## config.mk

```make
export PLATFORM = sky130hd
export DESIGN_NAME = truth_table_sequencer_flat
export DESIGN_NICKNAME = d
export VERILOG_FILES = /design/src/rtl/lab_test_pkg.sv /design/src/rtl/truth_table_sequencer_if.sv /design/src/rtl/settle_timer.sv /design/src/rtl/truth_table_sequencer.sv /design/src/flat_wrapper.sv
export SDC_FILE = /design/constraint.sdc
export NUM_CORES = 1
export LEC_CHECK = 0
export BUFFER_PORTS_ARGS = -buffer_cell sky130_fd_sc_hd__buf_2
export CAP_MARGIN = 20
export CORE_MARGIN = 1.5
export CORE_UTILIZATION = 40
export CTS_BUF_LIST = sky130_fd_sc_hd__clkbuf_4
export CTS_CLUSTER_DIAMETER = 120
export DETAILED_ROUTE_END_ITERATION = 7
export HOLD_SLACK_MARGIN = 0.02
export SLEW_MARGIN = 25
export SYNTH_ARGS = -nofsm -noshare
export SYNTH_HDL_FRONTEND = slang
export SYNTH_SLANG_ARGS = --single-unit
```

## constraint.sdc

```tcl
create_clock -name clk -period 4.5 [get_ports clk]
set_clock_uncertainty 0.2 [all_clocks]
set_input_delay 0.675 -clock clk [delete_from_list [all_inputs] [get_ports clk]]
set_output_delay 0.675 -clock clk [all_outputs]
set_load 0.02 [all_outputs]
```

## src/rtl/lab_test_pkg.sv

```systemverilog
// Shared types, sizes and golden-table helper for the truth-table self-test sequencer.
package lab_test_pkg;

    localparam int unsigned N_IN     = 4;
    localparam int unsigned N_OUT    = 3;
    localparam int unsigned NUM_VEC  = 1 << N_IN;
    localparam int unsigned GOLDEN_W = N_OUT * NUM_VEC;
    localparam int unsigned CNT_W    = N_IN + 1;
    localparam int unsigned SETTLE_W = 4;

    typedef enum logic [1:0] {
        IDLE   = 2'd0,
        APPLY  = 2'd1,
        SAMPLE = 2'd2,
        DONE   = 2'd3
    } state_e;

    typedef logic [N_IN-1:0]     vec_t;
    typedef logic [N_OUT-1:0]    resp_t;
    typedef logic [CNT_W-1:0]    cnt_t;
    typedef logic [GOLDEN_W-1:0] golden_t;

    // Expected response for one vector, packed LSB-first by vector index
    function automatic resp_t golden_at(input golden_t golden, input vec_t idx);
        return golden[int'(idx) * N_OUT +: N_OUT];
    endfunction

endpackage

```

## src/rtl/truth_table_sequencer_if.sv

```systemverilog
// Host/DUT-facing signal bundle of the truth-table sequencer.
interface truth_table_sequencer_if;
    import lab_test_pkg::*;

    logic  start;
    logic  abort;
    resp_t dut_resp;
    vec_t  vec_out;
    logic  busy;
    logic  done;
    logic  pass;
    cnt_t  err_count;
    logic  first_err_valid;
    vec_t  first_err_idx;

    modport master (
        output start, abort, dut_resp,
        input  vec_out, busy, done, pass, err_count, first_err_valid, first_err_idx
    );

    modport slave (
        input  start, abort, dut_resp,
        output vec_out, busy, done, pass, err_count, first_err_valid, first_err_idx
    );

endinterface

```

## src/rtl/settle_timer.sv

```systemverilog
// Down-counter that holds each vector for LOAD_VAL cycles before the sample cycle.
module settle_timer
    import lab_test_pkg::*;
#(
    parameter logic [SETTLE_W-1:0] LOAD_VAL = SETTLE_W'(1)
) (
    input  logic clk,
    input  logic rst_n,
    input  logic load_i,
    input  logic count_i,
    output logic expire_c_o
);

    logic [SETTLE_W-1:0] cnt_q;

    always_ff @(posedge clk or negedge rst_n) begin
        if (!rst_n) begin
            cnt_q <= '0;
        end else if (load_i) begin
            cnt_q <= LOAD_VAL;
        end else if (count_i && (cnt_q != '0)) begin
            cnt_q <= cnt_q - SETTLE_W'(1);
        end
    end

    // Last settle cycle is the one where the count reads 1
    assign expire_c_o = count_i && (cnt_q == SETTLE_W'(1));

endmodule

```

## src/rtl/truth_table_sequencer.sv

```systemverilog
// Sweeps every input vector into a combinational block, checks it against GOLDEN and reports results.
module truth_table_sequencer
    import lab_test_pkg::*;
#(
    parameter int unsigned SETTLE = 1,
    parameter golden_t     GOLDEN = '0
) (
    input  logic                    clk,
    input  logic                    rst_n,
    truth_table_sequencer_if.slave  bus
);

    state_e state_q;
    vec_t   vec_q;
    logic   busy_q;
    logic   done_q;
    logic   pass_q;
    cnt_t   err_q;
    logic   fev_q;
    vec_t   fei_q;

    logic   start_acc_c;
    logic   last_vec_c;
    logic   mismatch_c;
    logic   timer_load_c;
    logic   timer_count_c;
    logic   timer_expire_c;

    assign start_acc_c   = bus.start && !bus.abort && ((state_q == IDLE) || (state_q == DONE));
    assign last_vec_c    = (vec_q == vec_t'(NUM_VEC - 1));
    // dut_resp only matters in SAMPLE, so an undriven response elsewhere is harmless
    assign mismatch_c    = (state_q == SAMPLE) && (bus.dut_resp != golden_at(GOLDEN, vec_q));
    assign timer_load_c  = start_acc_c || ((state_q == SAMPLE) && !last_vec_c && !bus.abort);
    assign timer_count_c = (state_q == APPLY) && !bus.abort;

    settle_timer #(
        .LOAD_VAL (SETTLE_W'(SETTLE))
    ) u_settle_timer (
        .clk        (clk),
        .rst_n      (rst_n),
        .load_i     (timer_load_c),
        .count_i    (timer_count_c),
        .expire_c_o (timer_expire_c)
    );

    // Sequencer FSM with its vector counter and result registers
    always_ff @(posedge clk or negedge rst_n) begin
        if (!rst_n) begin
            state_q <= IDLE;
            vec_q   <= '0;
            busy_q  <= 1'b0;
            done_q  <= 1'b0;
            pass_q  <= 1'b0;
            err_q   <= '0;
            fev_q   <= 1'b0;
            fei_q   <= '0;
        end else if (bus.abort) begin
            state_q <= IDLE;
            vec_q   <= '0;
            busy_q  <= 1'b0;
            done_q  <= 1'b0;
            pass_q  <= 1'b0;
            err_q   <= '0;
            fev_q   <= 1'b0;
            fei_q   <= '0;
        end else begin
            case (state_q)
                IDLE, DONE: begin
                    if (bus.start) begin
                        state_q <= APPLY;
                        vec_q   <= '0;
                        busy_q  <= 1'b1;
                        done_q  <= 1'b0;
                        pass_q  <= 1'b0;
                        err_q   <= '0;
                        fev_q   <= 1'b0;
                        fei_q   <= '0;
                    end
                end
                APPLY: begin
                    if (timer_expire_c) begin
                        state_q <= SAMPLE;
                    end
                end
                SAMPLE: begin
                    if (mismatch_c) begin
                        err_q <= err_q + CNT_W'(1);
                        if (!fev_q) begin
                            fev_q <= 1'b1;
                            fei_q <= vec_q;
                        end
                    end
                    if (last_vec_c) begin
                        state_q <= DONE;
                        busy_q  <= 1'b0;
                        done_q  <= 1'b1;
                        pass_q  <= (err_q == '0) && !mismatch_c;
                    end else begin
                        state_q <= APPLY;
                        vec_q   <= vec_q + N_IN'(1);
                    end
                end
                default: begin
                    state_q <= IDLE;
                end
            endcase
        end
    end

    assign bus.vec_out         = vec_q;
    assign bus.busy            = busy_q;
    assign bus.done            = done_q;
    assign bus.pass            = pass_q;
    assign bus.err_count       = err_q;
    assign bus.first_err_valid = fev_q;
    assign bus.first_err_idx   = fei_q;

endmodule

```

## src/flat_wrapper.sv

```systemverilog
// flat-port wrapper written by rule: the top's interface ports become plain ports
module truth_table_sequencer_flat import lab_test_pkg::*;
#(
    parameter int unsigned SETTLE = 1,
    parameter golden_t     GOLDEN = '0
)
  (clk, rst_n, bus_start, bus_abort, bus_dut_resp, bus_vec_out, bus_busy, bus_done, bus_pass, bus_err_count, bus_first_err_valid, bus_first_err_idx);
  truth_table_sequencer_if bus_i ();
  input  logic clk;
  input  logic rst_n;
  input wire logic [$bits(bus_i.start)-1:0] bus_start;
  input wire logic [$bits(bus_i.abort)-1:0] bus_abort;
  input wire logic [$bits(bus_i.dut_resp)-1:0] bus_dut_resp;
  output wire logic [$bits(bus_i.vec_out)-1:0] bus_vec_out;
  output wire logic [$bits(bus_i.busy)-1:0] bus_busy;
  output wire logic [$bits(bus_i.done)-1:0] bus_done;
  output wire logic [$bits(bus_i.pass)-1:0] bus_pass;
  output wire logic [$bits(bus_i.err_count)-1:0] bus_err_count;
  output wire logic [$bits(bus_i.first_err_valid)-1:0] bus_first_err_valid;
  output wire logic [$bits(bus_i.first_err_idx)-1:0] bus_first_err_idx;
  assign bus_i.start = bus_start;
  assign bus_i.abort = bus_abort;
  assign bus_i.dut_resp = bus_dut_resp;
  assign bus_vec_out = bus_i.vec_out;
  assign bus_busy = bus_i.busy;
  assign bus_done = bus_i.done;
  assign bus_pass = bus_i.pass;
  assign bus_err_count = bus_i.err_count;
  assign bus_first_err_valid = bus_i.first_err_valid;
  assign bus_first_err_idx = bus_i.first_err_idx;
  truth_table_sequencer #(.SETTLE(SETTLE), .GOLDEN(GOLDEN)) u_core (.clk(clk), .rst_n(rst_n), .bus(bus_i));
endmodule
```

==> results.md <==
* Status: completed
* Hold_buf cts at 0
* Io pins at 24
* RSZ-0062 raised after global routing: no
* Chip width at 60.50 µm
* Area Overhead vs Synth at 13.91%
* Syn Nets at 160
* Fin. Hold Viols at 0
* Clock Latency Late Sink at 0.31 ns
* Post-synth ARST share at 1.000
* Worst Tran Pin Value at 0.6919 ns
* Overflow after GRT at 0
* Sequential fraction of the synthesis area at 0.4352
* Fin crit share at 0.5048
* Post-synth EDFFs at 0
* Initial DRC Count at 79
* Most frequent cells in the layout: buf_2, dfrtp_1, a21oi_1
* Largest net degree at the start of global routing at 24
* CTS clock-pin slew for the worst setup and hold paths at 0.13 ns
* Rel. slew slack at 0.5357
* I/O Buffers at 23
* HP Class: primary input to asynchronous set/reset pin
* Max Fclk at 440.2 MHz
* Inserted Clock Buffers at 3
* Synth area leader: dfrtp_1
* Core Area at 0.003103 mm²
* Yosys warning total at 0
* Pwr dens at 385.7 mW/mm²
* Post-DP HPWL at 2.214 mm
* Ant diodes at 0
* Prevailing post-synth register cell: dfrtp_1
* CTS Sinks at 23
* CTS tree: yes
* Clock tree buffer depth at 2
* Most used cell, CP: inv_1
* Final ANT Viol Nets at 0
* Vias in the first global route at 1084
* P_leak at 0.7082 nW
* Synth Register Bits at 23
* First-pass iteration count of the detailed router at 4
* Critical path cell sequence: inv_1, ha_1, inv_1, o21ai_1, o21ai_0, a32o_1
* Layout cells sized above 1 at 0.2024
* Routed len/inst at 14.02 µm
* Total number of vias at 1137
* Global-route wire length before repair at 5.050 mm
* Max cap viols at 0
* Non-Filler Instances at 212
* WL final at 2.972 mm
* Setup Fix Bufs, Post-CTS at 0
* Worst EP required at 4.51 ns
* Setup ws final at 2.229 ns
* Total negative setup slack at 0 ns
* Setup CP Type: flop to flop
* Initial Utilization at 0.4262
* Maximum level of the CTS H-tree at 1
* Critical Path Fanout Max at 11
* Nets at 185
* CTS resizes at 0
* Max-slew violations at 0
* Die height at 60.50 µm
* Mean area per synthesized cell at 9.184 µm²
* CTS root buf: clkbuf_4
* Critical Path Start Type: flop
* Worst path slowest cell: o21ai_1
* Synthesized instance count at 144
* Maximum vdd ir drop at 241.6 µV
* Final Critical Period at 2.271 ns
* Die Footprint at 0.003660 mm²
* Pre-CTS setup slack at 2.280 ns
* Slowest stage delay, CP at 0.57 ns
* Critical Path Sink Type: flop
* Yosys top cell area share at 0.4352
* Placed cells at 208
* Cell Area, Synth at 0.001323 mm²
* Vias per cell at 5.363
* WP data arrival at 2.28 ns
* Final Wtd Congestion at 0.8152
* GRT Util Overall at 0.1850
* Synth top area cells: dfrtp_1, ha_1, a21oi_1
* # DRC at 0
* Initial antenna violation count at 0
* Row count at 20
* # setup viols final at 0
* Core Util, Final at 0.4855
* Post-synth cell types at 39
[cell type report]
type                       count  area [µm²]
fill                         328        1597
multi-input combinational    107       689.4
sequential                    23       575.6
timing repair buffer          23       115.1
tap                           44       55.05
inverter                      11       41.29
clock buffer                   4       30.03
[cell usage after synthesis (2+ instances only)]
master	instances
nand2b_1	3
a211oi_1	2
nor2_1	8
o21ai_0	13
ha_1	9
dfrtp_1	23
inv_1	11
nor3_1	2
o31a_1	2
a21oi_1	14
a2bb2oi_1	2
nand3_1	6
a32o_1	3
nand2_1	11
o21ai_1	5
nand4_1	2
and3_1	2
nor3b_1	2
o21a_1	2
nor2_2	2
or3_1	2
[state kept, by name (all words and copies together), names as in the netlist]
| register | count |
|---|---|
| u_core.u_settle_timer.cnt_q | 4 |
| u_core.bus.done | 1 |
| u_core.bus.vec_out | 4 |
| u_core.bus.err_count | 5 |
| u_core.state_q | 2 |
| u_core.bus.pass | 1 |
| u_core.bus.first_err_valid | 1 |
| u_core.bus.first_err_idx | 4 |
| u_core.bus.busy | 1 |
[power by group]
group / internal (mW) / total [mW] / switching [mW]
sequential: 0.233 / 0.265 / 0.0318
clock: 0.0406 / 0.104 / 0.0630
combinational: 0.0831 / 0.213 / 0.130
total: 0.357 / 0.581 / 0.224
[path summary, 6_finish.rpt]
kind                                                         start                                    endpoint  slack [ns]  cells past startpoint
setup / recovery                     u_core.state_q[0]$_DFFE_PN0P_     u_core.bus.first_err_idx[3]$_DFFE_PN0P_        2.23                      6
hold / removal                                               rst_n         u_core.bus.err_count[3]$_DFFE_PN0P_        0.12                      1
setup reg to reg                     u_core.state_q[0]$_DFFE_PN0P_     u_core.bus.first_err_idx[3]$_DFFE_PN0P_        2.23                      6
hold reg to reg            u_core.bus.first_err_idx[2]$_DFFE_PN0P_     u_core.bus.first_err_idx[2]$_DFFE_PN0P_        0.30                      1
max in group asynchronous                                    rst_n  u_core.u_settle_timer.cnt_q[1]$_DFFE_PN0P_        3.64                      1
min in group clk           u_core.bus.first_err_idx[2]$_DFFE_PN0P_     u_core.bus.first_err_idx[2]$_DFFE_PN0P_        0.30                      1
[worst max-delay path, delay by kind of cell (launching register included)]
family / cells / cell delay, ns
adders and majority gates: 1 / 0.26
buffers and inverters: 2 / 0.19
AOI/OAI and AO/OA: 3 / 1.09
DFF: 1 / 0.45
[metrics by stage]
step | hold WS [ns] | area, µm² | power [mW]
finish | 0.1167 | 1506 | 0.5810
global route | 0.1400 | 1506 | 0.6248
CTS | 0.1286 | 1506 | 0.5856
detailed placement | 0.2769 | 1476 | 0.4823
global placement | 0.2735 | 1476 | 0.4729
floorplan | 0.1794 | 1323 | 0.4281
[routing by layer]
layer  vias to the layer above  global-route usage  wire length [µm]
li1                        564                   -                 -
met1                       544              0.2724              1427
met2                        25              0.2826              1378
met3                         4             0.02772               132
met4                         0             0.05590                34
met5                         -                   0                 0
[logic make-up after synthesis]
group | Yosys count | synth area share
AO/OA/AOI/OAI | 52 | 0.2498
XOR/XNOR | 1 | 0.006624
adder cells (fa/ha/maj) | 9 | 0.08515
buffers and inverters | 14 | 0.04352
flip-flops | 23 | 0.4352
multiplexers | 1 | 0.007569
AND/OR/NAND/NOR | 44 | 0.1722
Note: power is estimated with default switching activity, not from simulation.
